[src/rtl/template_pkg.sv]
// template_pkg: shared constants and types for the startup/heartbeat timer
package template_pkg;
    localparam int TEMPLATE_DEFAULT_PERIOD = 8;
    localparam int TEMPLATE_TICK_CNT_W     = 16;
    typedef logic [TEMPLATE_TICK_CNT_W-1:0] tick_cnt_t;
    function automatic bit period_is_legal(input int period);
        return period >= 2 && period <= 65535;
    endfunction
endpackage

[src/rtl/template_if.sv]
// template_if: status bundle published by the startup/heartbeat timer
interface template_if
    import template_pkg::*;
#(
    parameter int CNT_WIDTH = 64
) ();
    logic                 rst_sync_n;
    logic                 ready;
    logic                 tick;
    logic [CNT_WIDTH-1:0] cycles;
    tick_cnt_t            tick_count;
    modport master (output rst_sync_n, ready, tick, cycles, tick_count);
    modport slave  (input  rst_sync_n, ready, tick, cycles, tick_count);
endinterface

[src/rtl/template_reset_sync.sv]
// reset_sync: two-flop reset synchronizer, asynchronous assert, synchronous release
module reset_sync (
    input  logic clk,
    input  logic rst_n,
    output logic rst_sync_n
);
    logic r_meta;
    logic r_sync;
    // shift a constant 1 through two flops; rst_n clears both at once
    always_ff @(posedge clk or negedge rst_n) begin
        if (!rst_n) begin
            r_meta <= 1'b0;
            r_sync <= 1'b0;
        end else begin
            r_meta <= 1'b1;
            r_sync <= r_meta;
        end
    end
    assign rst_sync_n = r_sync;
endmodule

[src/rtl/template_core.sv]
// template_core: synchronized reset, free-running cycle counter, sticky ready and periodic tick
module template_core
    import template_pkg::*;
#(
    parameter int PARAM     = TEMPLATE_DEFAULT_PERIOD,
    parameter int CNT_WIDTH = 64
) (
    input logic       clk,
    input logic       rst_n,
    template_if.master bus
);
    localparam int PW = $clog2(PARAM);

    if (!period_is_legal(PARAM)) begin : g_bad_param
        $error("template_core: PARAM must be in 2..65535");
    end
    if (CNT_WIDTH < 8 || CNT_WIDTH > 64) begin : g_bad_width
        $error("template_core: CNT_WIDTH must be in 8..64");
    end

    logic                 w_rst_sync_n;
    logic                 w_wrap;
    logic [PW-1:0]        r_phase;
    logic [CNT_WIDTH-1:0] r_cycles;
    logic                 r_tick;
    logic                 r_ready;
    tick_cnt_t            r_tick_count;

    reset_sync u_reset_sync (
        .clk        (clk),
        .rst_n      (rst_n),
        .rst_sync_n (w_rst_sync_n)
    );

    assign w_wrap = (r_phase == PW'(PARAM - 1));

    // counters advance only once the synchronized reset has released
    always_ff @(posedge clk or negedge rst_n) begin
        if (!rst_n) begin
            r_phase      <= '0;
            r_cycles     <= '0;
            r_tick       <= 1'b0;
            r_ready      <= 1'b0;
            r_tick_count <= '0;
        end else if (w_rst_sync_n) begin
            r_cycles     <= r_cycles + CNT_WIDTH'(1);
            r_phase      <= w_wrap ? '0 : r_phase + PW'(1);
            r_tick       <= w_wrap;
            r_ready      <= r_ready | w_wrap;
            r_tick_count <= w_wrap ? r_tick_count + tick_cnt_t'(1) : r_tick_count;
        end else begin
            r_tick       <= 1'b0;
        end
    end

    assign bus.rst_sync_n = w_rst_sync_n;
    assign bus.ready      = r_ready;
    assign bus.tick       = r_tick;
    assign bus.cycles     = r_cycles;
    assign bus.tick_count = r_tick_count;
endmodule

[src/flat_wrapper.sv]
// flat-port wrapper written by rule: the top's interface ports become plain ports
module template_core_flat import template_pkg::*;
#(
    parameter int PARAM     = TEMPLATE_DEFAULT_PERIOD,
    parameter int CNT_WIDTH = 64
)
  (clk, rst_n, bus_rst_sync_n, bus_ready, bus_tick, bus_cycles, bus_tick_count);
  template_if #(.CNT_WIDTH(CNT_WIDTH)) bus_i ();
  input logic clk;
  input logic rst_n;
  output wire logic [$bits(bus_i.rst_sync_n)-1:0] bus_rst_sync_n;
  output wire logic [$bits(bus_i.ready)-1:0] bus_ready;
  output wire logic [$bits(bus_i.tick)-1:0] bus_tick;
  output wire logic [$bits(bus_i.cycles)-1:0] bus_cycles;
  output wire logic [$bits(bus_i.tick_count)-1:0] bus_tick_count;
  assign bus_rst_sync_n = bus_i.rst_sync_n;
  assign bus_ready = bus_i.ready;
  assign bus_tick = bus_i.tick;
  assign bus_cycles = bus_i.cycles;
  assign bus_tick_count = bus_i.tick_count;
  template_core #(.PARAM(PARAM), .CNT_WIDTH(CNT_WIDTH)) u_core (.clk(clk), .rst_n(rst_n), .bus(bus_i));
endmodule
[config.mk]
export PLATFORM = sky130hd
export DESIGN_NAME = template_core_flat
export DESIGN_NICKNAME = d
export VERILOG_FILES = /design/src/rtl/template_pkg.sv /design/src/rtl/template_if.sv /design/src/rtl/template_reset_sync.sv /design/src/rtl/template_core.sv /design/src/flat_wrapper.sv
export SDC_FILE = /design/constraint.sdc
export NUM_CORES = 1
export LEC_CHECK = 0
export BUFFER_PORTS_ARGS = -buffer_cell sky130_fd_sc_hd__buf_4
export CORE_ASPECT_RATIO = 1.1
export CORE_MARGIN = 1.5
export CORE_UTILIZATION = 54
export DETAILED_ROUTE_END_ITERATION = 12
export GPL_ROUTABILITY_DRIVEN = 0
export GPL_TIMING_DRIVEN = 1
export PLACE_DENSITY = 0.79
export SKIP_CTS_REPAIR_TIMING = 1
export SYNTH_ARGS = -nofsm -noshare
export SYNTH_HDL_FRONTEND = slang
export SYNTH_SLANG_ARGS = --single-unit
[constraint.sdc]
create_clock -name clk -period 2.23 [get_ports clk]
set_clock_uncertainty 0.2 [all_clocks]
set_input_delay 0.223 -clock clk [delete_from_list [all_inputs] [get_ports clk]]
set_output_delay 0.223 -clock clk [all_outputs]
set_load 0.02 [all_outputs]
# [Yosys cells after proc, flatten, opt, wreduce, memory -nomap -nowiden]
# Index checks and enable logic that the tools add are counted.
[op_classes] n_addsub=3 mul=0 n_div=0 n_lt_le_gt_ge=0 n_eq_ne=1 n_shift=0 n_mux=2 n_bitwise=1 reduce_logical=1
[op_table] cell="$add A64 B1 Y64 const B" count=1
[op_table] cell="$add A16 B1 Y16 const B" count=1
[op_table] cell="$add A3 B1 Y3 const B" count=1
[op_table] cell="$eq A3 B3 Y1 const B" count=1
[op_table] cell="$mux W3" count=1
[op_table] cell="$reduce_and A2 Y1" count=1
[op_table] cell="$mux W1" count=1
[op_table] cell="$or A1 B1 Y1" count=1
[totals] reg_bits=87 latchBits=0 ramBits=0 romBits=0 input_bits=2 out_inout_bits=83 n_memories=0

# [Longest topological paths before layout]
[logic_depth] ltp_word=2 depth_mapped=8

# [By module]
# A second synthesis with hierarchy kept.
[unflattened] cells_unflattened=357 area_unflattened_um2=3991.3
[by_module_without_submodules] module="template_core" instances=1 cells_each=354 area_each_um2=3937.5
[by_module_without_submodules] module="reset_sync" instances=1 cells_each=3 area_each_um2=53.8

# [Least setup slack after synthesis]
# Ideal clock, no wire load.
[synth_path] kind="flip-flop to flip-flop" start="register u_core.r_cycles[0], in the netlist u_core.bus.cycles[0]" end="register u_core.r_cycles[42], in the netlist u_core.bus.cycles[42]" setup_ns=0.080 arrival_ns=1.857 required_ns=1.950 setup_slack_ns=0.093 path_stages_with_launch=7 n_path_buf=0 period_less_slack_ns=2.137 cell_sequence="dfrtp_1 -> ha_1 -> and4_2 -> nand3_1 -> or4_4 -> nor2_1 -> xor2_1"
[synth_between] elab_chain_cells=1
[synth_lines] item="start: declaration" line_no="template_core.sv:24" source="logic [CNT_WIDTH-1:0] r_cycles;"
[synth_lines] item="start signal: assignment" line_no="template_core.sv:46" source="r_cycles <= r_cycles + CNT_WIDTH'(1);"
[synth_lines] item="$add A64 B1 Y64" line_no="template_core.sv:46"
# Every way passes these cells.
# A chain may end at the register's enable or synchronous reset.

# [Worst setup path after layout]
# Ends and elaborated chain as after synthesis.

==> impl_metrics.yaml <==
clocking:
  cts_tree: "built"
  clk_pin_slew_ns: 0.09
  cts_buffers: 9
  clk_latency_ns: 0.35
  clockBufferDepth: 2
  clock_sink_count: 87
  cts_root_buffer: "clkbuf_8"
  htreeDepth: 3
layout:
  num_antenna_cells: 0
  multi_input_area_sq_um: 1800
  drive_gt1_share_pct: 34.5
  nNetsFinal: 488
  ff_latch_area_sq_um: 2180
  final_common_cell: "buf_4"
  final_area_sq_um: 5220
  area_growth_pct: 30.4
  mostFrequentLayoutCells: "buf_4 (115), dfrtp_1 (84), xnor2_1 (45), nand3_1 (33), xor2_1 (33)"
  fill_cells: 513
worst_setup_path:
  cpMaxStageDelayCell: "or4_4"
  path_cells: "ha_2 > and4_2 > nand3_2 > or4_4 > nor2_1 > xor2_1"
  path_max_fanout: 5
  critPathRequiredTime_ns: 2.31
  critPathKind: "flop to flop"
  cp-start-kind: "flop"
  endpoint_kind: "flop"
  max_stage_delay_ns: 0.48
  crit_arrival_ns: 2.22
die:
  start_util_pct: 56.5
  core_area_sq_um: 7090
  die_y_um: 93.3
  die_w_um: 85.1
  placementRows: 32
  die_area_sq_um: 7940
  io_pins: 85
yosys:
  synth_xor_area_share_pct: 17.1
  synth_mux_area_share_pct: 1.41
  synth_edf_count: 0
  ys_async_sr_fraction_pct: 100
  synth_top_family_by_area: "simple AND/OR/NAND/NOR gates"
  yosysSeqAreaShare_pct: 54.4
  synth_ff_type: "dfrtp_1"
  synthCells: 356
  yosysTopAreaCellShare_pct: 54.4
  synth_fa_ha_area_share_pct: 1.25
  yosysWarnings: 0
  synth_area_leaders: "dfrtp_1 (54%), xnor2_1 (9.8%), xor2_1 (7.2%)"
  synth_cell_types: 31
  synth-compound-area-share_pct: 0
  synth-simple-area-share_pct: 24.6
  yosys.area.top_type: "dfrtp_1"
  synth.net_count: 362
  syn_avg_cell_area_sq_um: 11.2
  synthesis.area_sq_um: 4000
  synth_seq_cells: 87
power:
  p_leak_nw: 2.55
  power_w: 0.00366
  powerDensity_nw_per_um2: 701
  ir_worst_vdd_mv: 0.768
status:
  outcome: "complete, but fails checks"
  violations: "DRC"
sta:
  fmax_ghz: 0.467
  finalHoldViolCount: 0
  tns_ns: 0
  setup_viol: 0
  rsz0062_at_grt: "true"
  fin_crit_sh_pct: 96.1
  fin_crit_ns: 2.14
  slew_violations: 0
global_route:
  grt_start_max_net_pins: 47
  use_met2_pct: 38.2
  first_global_vias: 3045
  overflow: 0
  grt_pass1_wl_um: 14800
  use_met1_pct: 32.5
  antenna_found_initial: 0
  track_usage_pct: 23.7
  grtUsageMet3_pct: 5.21
  top_usage_layer: "met2"
route:
  drtPass1Iterations: 8
  drc: 4
  first_iter_violations: 180
  routedWlPerCell_um: 15.7
  routed_wirelength_um: 8960
  ant_nets: 0
  via_count: 3099
  viasPerCell: 5.42
run:
  maxCapViolCount: 0
placement:
  dpl.hpwl_um: 6660
  postPlaceCellArea_sq_um: 4940
  port_buffers: 84
min_path:
  hp-class: "primary input to asynchronous set/reset pin"
-- routing by layer --
metal	up-vias	share of wire (%)
li1	1487	-
met1	1517	45
met2	84	49
met3	11	4.6
met4	0	1.4
met5	-	0
-- sequential cells by signal, summed over array words and instances, names as in the netlist --
register and cells:
u_core.r_phase 3, u_core.u_reset_sync.rst_sync_n 1, u_core.bus.ready 1, u_core.bus.tick 1, u_core.u_reset_sync.r_meta 1, u_core.bus.tick_count 16
u_core.bus.cycles 64
-- power by group --
part | internal, W | switching (W) | leakage [nW]
logic | 0.000360 | 0.000383 | 1.27
clock network | 0.000497 | 0.000566 | 0.0946
registers | 0.00171 | 0.000139 | 1.18
-- worst max-delay path, delay by kind of cell, from the launching register on --
family / cells / cell delay [ns]
xor+xnor: 1 / 0.16
fa+ha+maj: 1 / 0.24
flops: 1 / 0.44
simple gates: 4 / 1.03
-- cells in the mapped netlist (5+ instances only) --
library cell / instances
nand2_1: 29
nor3_1: 15
nand3_1: 34
nor4_1: 7
nor2_1: 27
inv_1: 10
nand4_2: 6
xnor2_1: 45
nand4_1: 18
xor2_1: 33
mux2_2: 5
dfrtp_1: 87
and3_1: 5
-- path summary, 6_finish.rpt --
check | start | end | slack [ns] | cells past startpoint
worst max register to register | u_core.bus.cycles[0] | u_core.bus.cycles[42] | 0.09 | 6
worst max-delay path | u_core.bus.cycles[0] | u_core.bus.cycles[42] | 0.09 | 6
worst min register to register | u_core.u_reset_sync.r_meta | u_core.u_reset_sync.rst_sync_n | 0.17 | 0
worst min-delay path | rst_n | u_core.r_phase[1] | 0.13 | 2
max in group asynchronous | rst_n | u_core.bus.cycles[44] | 1.14 | 3
min in group clk | u_core.u_reset_sync.r_meta | u_core.u_reset_sync.rst_sync_n | 0.17 | 0
-- final cells by class --
class | instances | share of cell area [%]
clock buffer | 12 | 3.17
clock inverter | 4 | 0.552
inverter | 10 | 0.720
multi-input combinational | 257 | 34.6
sequential | 87 | 41.8
tap | 85 | 2.04
timing repair buffer | 117 | 17.1
-- kinds of logic after synthesis --
| logic type | Yosys count |
|---|---|
| fa+ha+maj | 4 |
| flops | 87 |
| buf+inv | 12 |
| simple gates | 169 |
| other cells | 1 |
| xor+xnor | 78 |
| mux | 5 |
-- through the flow --
stage	utilization (%)	setup slack, ns	hold WS (ns)	instances
6_report	73.6	0.0867	0.126	572
5_1_grt	73.6	-0.0217	0.169	572
4_1_cts	72.4	0.0489	-0.411	565
3_5_place_dp	69.7	0.0487	-0.0316	549
3_3_place_gp	69.7	0.140	-0.0301	549
2_1_floorplan	-	0.0935	-0.273	356
No activity file was read; power rests on OpenSTA's default activity.
